`config.mk`:
```
export PLATFORM = sky130hd
export DESIGN_NAME = sd_spi_master
export DESIGN_NICKNAME = d
export VERILOG_FILES = /design/src/rtl/sd_spi_master.sv
export SDC_FILE = /design/constraint.sdc
export NUM_CORES = 1
export LEC_CHECK = 0
export CORE_ASPECT_RATIO = 0.5
export CORE_UTILIZATION = 31
export CTS_BUF_LIST = sky130_fd_sc_hd__clkbuf_2 sky130_fd_sc_hd__clkbuf_4 sky130_fd_sc_hd__clkbuf_8
export CTS_CLUSTER_DIAMETER = 100
export DETAILED_ROUTE_END_ITERATION = 8
export GPL_ROUTABILITY_DRIVEN = 0
export GPL_TIMING_DRIVEN = 0
export HOLD_SLACK_MARGIN = 0.02
export PLACE_DENSITY = 0.63
export SLEW_MARGIN = 20
export SYNTH_ARGS = -nofsm -noshare
export SYNTH_HDL_FRONTEND = slang
export SYNTH_SLANG_ARGS = --single-unit
```
`constraint.sdc`:
```
create_clock -name clk -period 2 [get_ports clk]
set_input_delay 0.2 -clock clk [delete_from_list [all_inputs] [get_ports clk]]
set_output_delay 0.2 -clock clk [all_outputs]
set_load 0.01 [all_outputs]
```
`src/rtl/sd_spi_master.sv`:
```
// SPI master engine for the SD-card path.
// Moves one DATA_W-bit word per accepted start, MSB first.
// Supports runtime slow/fast SCK divider, any CPOL/CPHA, NUM_CS selects
// and chip-select hold across words for multi-byte commands and bursts.
module sd_spi_master #(
   parameter int DATA_W   = 8,
   parameter int NUM_CS   = 1,
   parameter int DIV_SLOW = 125,
   parameter int DIV_FAST = 2,
   parameter bit CPOL     = 1'b0,
   parameter bit CPHA     = 1'b0,
   localparam int SEL_W   = (NUM_CS > 1) ? $clog2(NUM_CS) : 1
) (
   input  logic              clk,
   input  logic              rst,
   input  logic              start,
   input  logic [DATA_W-1:0] tx_data,
   input  logic [SEL_W-1:0]  cs_sel,
   input  logic              fast,
   input  logic              hold_cs,
   input  logic              cs_release,
   output logic              busy,
   output logic [DATA_W-1:0] rx_data,
   output logic              rx_valid,
   output logic              sck,
   output logic              mosi,
   input  logic              miso,
   output logic [NUM_CS-1:0] cs_n
);

   localparam int DIV_MAX = (DIV_SLOW > DIV_FAST) ? DIV_SLOW : DIV_FAST;
   localparam int CNT_W   = (DIV_MAX > 1) ? $clog2(DIV_MAX) : 1;
   localparam int EDGE_W  = $clog2(2 * DATA_W + 1);

   typedef enum logic [1:0] {
      IDLE  = 2'd0,
      SHIFT = 2'd1,
      DONE  = 2'd2
   } state_t;

   state_t              state_q;
   logic                busy_q;
   logic                rx_valid_q;
   logic [DATA_W-1:0]   rx_data_q;
   logic [DATA_W-1:0]   shreg_q;
   logic                sck_q;
   logic                mosi_q;
   logic [NUM_CS-1:0]   cs_n_q;
   logic [CNT_W-1:0]    cnt_q;
   logic [CNT_W-1:0]    div_m1_q;
   logic [EDGE_W-1:0]   edge_q;
   logic                hold_q;

   logic                wrap_d;
   logic                last_edge_d;
   logic                sample_edge_d;
   logic [NUM_CS-1:0]   cs_sel_n_d;

   // Active-low one-hot decode; an out-of-range index selects nothing.
   function automatic logic [NUM_CS-1:0] cs_decode(input logic [SEL_W-1:0] sel);
      logic [NUM_CS-1:0] dec;
      dec = '1;
      for (int i = 0; i < NUM_CS; i++) begin
         if (sel == SEL_W'(i)) begin
            dec[i] = 1'b0;
         end else begin
            dec[i] = 1'b1;
         end
      end
      return dec;
   endfunction

   // Edge bookkeeping: wrap of the half-period counter, final edge, and
   // whether the upcoming edge samples miso (leading for CPHA=0, trailing for CPHA=1).
   always_comb begin
      wrap_d        = (cnt_q == div_m1_q);
      last_edge_d   = (edge_q == EDGE_W'(2 * DATA_W - 1));
      sample_edge_d = (~edge_q[0]) ^ CPHA;
      cs_sel_n_d    = cs_decode(cs_sel);
   end

   // Transfer FSM with all outputs registered.
   always_ff @(posedge clk or posedge rst) begin
      if (rst) begin
         state_q    <= IDLE;
         busy_q     <= 1'b0;
         rx_valid_q <= 1'b0;
         rx_data_q  <= '0;
         shreg_q    <= '0;
         sck_q      <= CPOL;
         mosi_q     <= 1'b1;
         cs_n_q     <= '1;
         cnt_q      <= '0;
         div_m1_q   <= '0;
         edge_q     <= '0;
         hold_q     <= 1'b0;
      end else begin
         rx_valid_q <= 1'b0;
         case (state_q)
            IDLE: begin
               if (start) begin
                  shreg_q  <= tx_data;
                  hold_q   <= hold_cs;
                  div_m1_q <= fast ? CNT_W'(DIV_FAST - 1) : CNT_W'(DIV_SLOW - 1);
                  cnt_q    <= '0;
                  edge_q   <= '0;
                  busy_q   <= 1'b1;
                  // Selecting also drops any other select still held from earlier words.
                  cs_n_q   <= cs_sel_n_d;
                  // CPHA=0 presents the MSB before the first edge; CPHA=1 waits for it.
                  mosi_q   <= CPHA ? 1'b1 : tx_data[DATA_W-1];
                  state_q  <= SHIFT;
               end else if (cs_release) begin
                  cs_n_q <= '1;
               end
            end
            SHIFT: begin
               if (wrap_d) begin
                  cnt_q  <= '0;
                  sck_q  <= ~sck_q;
                  edge_q <= edge_q + EDGE_W'(1);
                  if (sample_edge_d) begin
                     shreg_q <= {shreg_q[DATA_W-2:0], miso};
                  end else if (!last_edge_d) begin
                     // The final trailing edge in CPHA=0 has no further bit to present.
                     mosi_q <= shreg_q[DATA_W-1];
                  end
                  if (last_edge_d) begin
                     state_q <= DONE;
                  end
               end else begin
                  cnt_q <= cnt_q + CNT_W'(1);
               end
            end
            DONE: begin
               rx_data_q  <= shreg_q;
               rx_valid_q <= 1'b1;
               busy_q     <= 1'b0;
               mosi_q     <= 1'b1;
               if (!hold_q) begin
                  cs_n_q <= '1;
               end
               state_q <= IDLE;
            end
            default: begin
               state_q <= IDLE;
               busy_q  <= 1'b0;
               sck_q   <= CPOL;
               mosi_q  <= 1'b1;
               cs_n_q  <= '1;
            end
         endcase
      end
   end

   assign busy     = busy_q;
   assign rx_data  = rx_data_q;
   assign rx_valid = rx_valid_q;
   assign sck      = sck_q;
   assign mosi     = mosi_q;
   assign cs_n     = cs_n_q;

endmodule

```
==> metrics.log, run 1 <==
[metrics] outcome: finished, violations left
[metrics] failing checks: DRC
[metrics] net switching power figure: 0.7017 mW
[metrics] post-synth net total: 200
[metrics] Flop pwr share: approximately 45%
[metrics] CTS H-tree lvls: 2
[metrics] number of synthesized flops with an enable pin: 0
[metrics] leading cell type in the layout, fill and taps excluded: sky130_fd_sc_hd__nand2_1
[metrics] top post-synthesis cells by area: sky130_fd_sc_hd__dfrtp_1 (51%), sky130_fd_sc_hd__nand2_1 (9.7%), sky130_fd_sc_hd__o21ai_0 (5.1%), sky130_fd_sc_hd__mux2i_1 (4.5%), sky130_fd_sc_hd__dfstp_2 (3.0%)
[metrics] DRT Wirelength: roughly 3.8 mm
[metrics] count of input and output buffers: 28
[metrics] antenna violations before repair: 0
[metrics] RSZ-0062 raised after global routing: no
[metrics] clk_skew: roughly 4.7 ps
[metrics] floorplan die height: 55.53 µm
[metrics] routed via count divided by cell count: between 4 and 5
[metrics] area delta synth->final: 33.80%
[metrics] commonest cells after routing, fill and taps aside: sky130_fd_sc_hd__nand2_1 (46), sky130_fd_sc_hd__dfrtp_1 (34), sky130_fd_sc_hd__clkdlybuf4s50_1 (28)
[metrics] post-route total power: roughly 2.5 mW
[metrics] maximum net fanout on the critical path: 6
[metrics] site row count: 19
[metrics] Power per Cell Area: roughly 1000 nW/µm²
[metrics] detailed router's first-iteration violation count: 75
[metrics] vias in the first global route: about 1,400
[metrics] HP Class: in -> async
[metrics] clock group share of total power: 31.6%
[metrics] CTS tree: built
[metrics] quantity of hold-fixing buffers added after cts: 0
[metrics] per-instance average area after synthesis: between 9 and 10 µm²
[metrics] Setup crit end kind: flop
[metrics] clk root buf: sky130_fd_sc_hd__clkbuf_8
[metrics] area share of the largest cell type after synthesis: between 50% and 60%
[metrics] final hold slack: slightly below 200 ps
[metrics] commonest register cell after synthesis: sky130_fd_sc_hd__dfrtp_1
[metrics] period utilization: between 90 and 100%
[metrics] DP Wirelength: about 2.8 mm
[metrics] share of total power in combinational logic: 23.6%
[metrics] internal cell power: between 1.5 and 2 mW
[metrics] chip width: between 100 and 150 µm
[metrics] instance area at placement: 2176 µm²
[metrics] Finish-stage setup viols: 0
[metrics] leakage dissipation: roughly 1.0 nW
[metrics] number of unique standard cell types used by synthesis: 39
[metrics] worst-case vdd ir drop: roughly 0.36 mV
[metrics] routed length per placed instance: about 13 µm
[metrics] area of the die: ~6000 µm²
[metrics] number of register bits inferred by synthesis: 38
[metrics] netlist area before placement: between 1500 and 2000 µm²
[metrics] Syn. warnings: 0
[metrics] global routing usage summed across all routing layers: 14.22%
[metrics] arrival time reported for the critical path endpoint: 2160 ps
[metrics] count of antenna diodes in the layout: 0
[metrics] leading area contributor after synthesis: sky130_fd_sc_hd__dfrtp_1
[metrics] final net count: 240
[metrics] worst path required time: approximately 2200 ps
[metrics] clock slew at reported path FFs: about 80 ps
[metrics] # DRC: 2
[metrics] max-capacitance violation count: 0
[metrics] total clock sinks: 38
[metrics] Setup Crit Path Kind: reg -> reg
[metrics] starting density of the core: 32.35%
[metrics] final critical-path required period: between 1500 and 2000 ps
[metrics] number of cells produced by synthesis: about 180
[metrics] clock buffer depth: 2
[metrics] wire length of the first global-routing pass: around 6.5 mm
[metrics] routed via count: 1,419
[metrics] Worst Max-Slew Pin Slew: between 600 and 700 ps
[metrics] ys async rst share: 100.0%
[metrics] Pins Over Slew Limit: 0
[metrics] Congestion Overflow GR: 0
[metrics] max_slew headroom: a little under three fifths
[metrics] sum of negative setup slack: 0 ps
[metrics] fraction of layout cells with a size suffix above 1: between 10% and 20%
[metrics] sequential area share after synthesis: a little over half
[metrics] io pins: 29
[metrics] final design area excluding fillers: between 2000 and 2500 µm²
[metrics] detailed-router iteration count before antenna repair: 6
[metrics] floorplan core area: approximately 5500 µm²
[metrics] switching share of power: 28.55%
[metrics] number of hold violations in the final report: 0
[metrics] FMAX: approximately 520 MHz
[metrics] clk_lat worst skew: between 200 and 300 ps
[metrics] number of clock buffers inserted by TritonCTS: 5
[metrics] antenna viol nets, final: 0
[metrics] CP startpoint kind: flop
[metrics] maximum number of pins on one net before global-route repair: 25
-- area by class of cell --
| type | instances | area [µm²] |
|---|---|---|
| fill | 521 | 3114 |
| clock inverter | 3 | 68.82 |
| clock buffer | 5 | 68.82 |
| tap | 73 | 91.34 |
| inverter | 4 | 15.01 |
| sequential | 38 | 955.9 |
| multi-input combinational | 134 | 807.0 |
| timing repair buffer | 33 | 341.6 |
| buffer | 5 | 28.78 |
-- flip-flops by register name, indices dropped and copies added, names as in the netlist, 2 cells and up --
| name | count |
|---|---|
| div_m1_q | 2 |
| rx_data | 8 |
| edge_q | 5 |
| cnt_q | 7 |
| shreg_q | 8 |
| state_q | 2 |
-- cells by family (layout without fill, tap and decap cells) --
| group | count (synthesis) | count (layout) | synth area share, % |
|---|---|---|---|
| AND/OR/NAND/NOR | 80 | 80 | 20.57 |
| AO/OA/AOI/OAI | 40 | 40 | 15.14 |
| adder cells (fa/ha/maj) | 3 | 3 | 2.113 |
| multiplexers | 9 | 9 | 5.141 |
| XOR/XNOR | 2 | 2 | 0.9861 |
| flip-flops | 38 | 38 | 53.66 |
| buffers and inverters | 9 | 50 | 2.394 |
-- power by group through the flow --
stage	clock network (mW)	logic, mW	registers (mW)
floorplan	0	0.358	1.08
global placement	0	0.495	1.11
detailed placement	0	0.521	1.12
CTS	0.795	0.549	1.10
global route	0.835	0.650	1.13
finish	0.777	0.580	1.10
-- stage by stage --
stage          worst slack (ps)  util (%)  instances
2_1_floorplan             177.9         -        181
3_3_place_gp             -532.9     39.12        282
3_5_place_dp             -564.0     39.62        283
4_1_cts                   23.78     42.58        293
5_1_grt                   4.074     43.29        295
6_report                  69.24     43.29        295
-- Yosys cell counts (all sizes together) (2+ instances only) --
cell,number
nand2,47
dfrtp,36
o21ai,18
mux2i,8
nor2,8
nand3,6
a22o,4
nor2b,4
a21oi,3
a31oi,3
and3,3
clkbuf,3
ha,3
inv,3
nand2b,3
and2,2
buf,2
dfstp,2
nor3,2
o211ai,2
o21a,2
o2bb2ai,2
xor2,2
-- final timing paths --
check / cells past startpoint / from / endpoint / slack [ps]
worst max register to register: 6 / cnt_q[3]$_DFFE_PP0P_ / edge_q[3]$_DFFE_PP0P_ / 70
worst min-delay path: 2 / rst / rx_valid$_DFF_PP0_ / 200
min in group clk: 3 / hold_cs / hold_q$_DFFE_PP0P_ / 480
worst min register to register: 2 / rx_data[6]$_DFFE_PP0P_ / rx_data[6]$_DFFE_PP0P_ / 480
max in group asynchronous: 3 / rst / mosi$_DFFE_PP1P_ / 1290
worst max-delay path: 6 / cnt_q[3]$_DFFE_PP0P_ / edge_q[3]$_DFFE_PP0P_ / 70
-- worst max-delay path: stages (launching register included) --
cell and delay (ps):
sky130_fd_sc_hd__dfrtp_2 440, sky130_fd_sc_hd__or3_4 380, sky130_fd_sc_hd__a211oi_4 240, sky130_fd_sc_hd__buf_6 160, sky130_fd_sc_hd__nand2_2 70, sky130_fd_sc_hd__or4_1 480, sky130_fd_sc_hd__nand3_1 80
-- metal layers --
layer	wire length [µm]	part of all wire [%]	track usage, %
met5	0	0	0
met4	16	0.42	5.405
met3	138	3.6	4.250
met2	1816	47	22.28
met1	1862	49	18.50
-- repair_timing --
item,in CTS,in global routing
setup endpoints to repair,10,13
pin swaps,1,1
gates resized for setup,2,7
setup buffers,2,2
No activity file was read; power rests on OpenSTA's default activity.
==> run 2: changes to the inputs <==
--- a/config.mk
+++ b/config.mk
@@ -8,7 +8,7 @@
 export CORE_ASPECT_RATIO = 0.5
 export CORE_UTILIZATION = 31
 export CTS_BUF_LIST = sky130_fd_sc_hd__clkbuf_2 sky130_fd_sc_hd__clkbuf_4 sky130_fd_sc_hd__clkbuf_8
-export CTS_CLUSTER_DIAMETER = 100
+export CTS_CLUSTER_DIAMETER = 30
 export DETAILED_ROUTE_END_ITERATION = 8
 export GPL_ROUTABILITY_DRIVEN = 0
 export GPL_TIMING_DRIVEN = 0
==> results of run 2 <==
No change in the layout: final DEF, timing and power equal those of run 1.
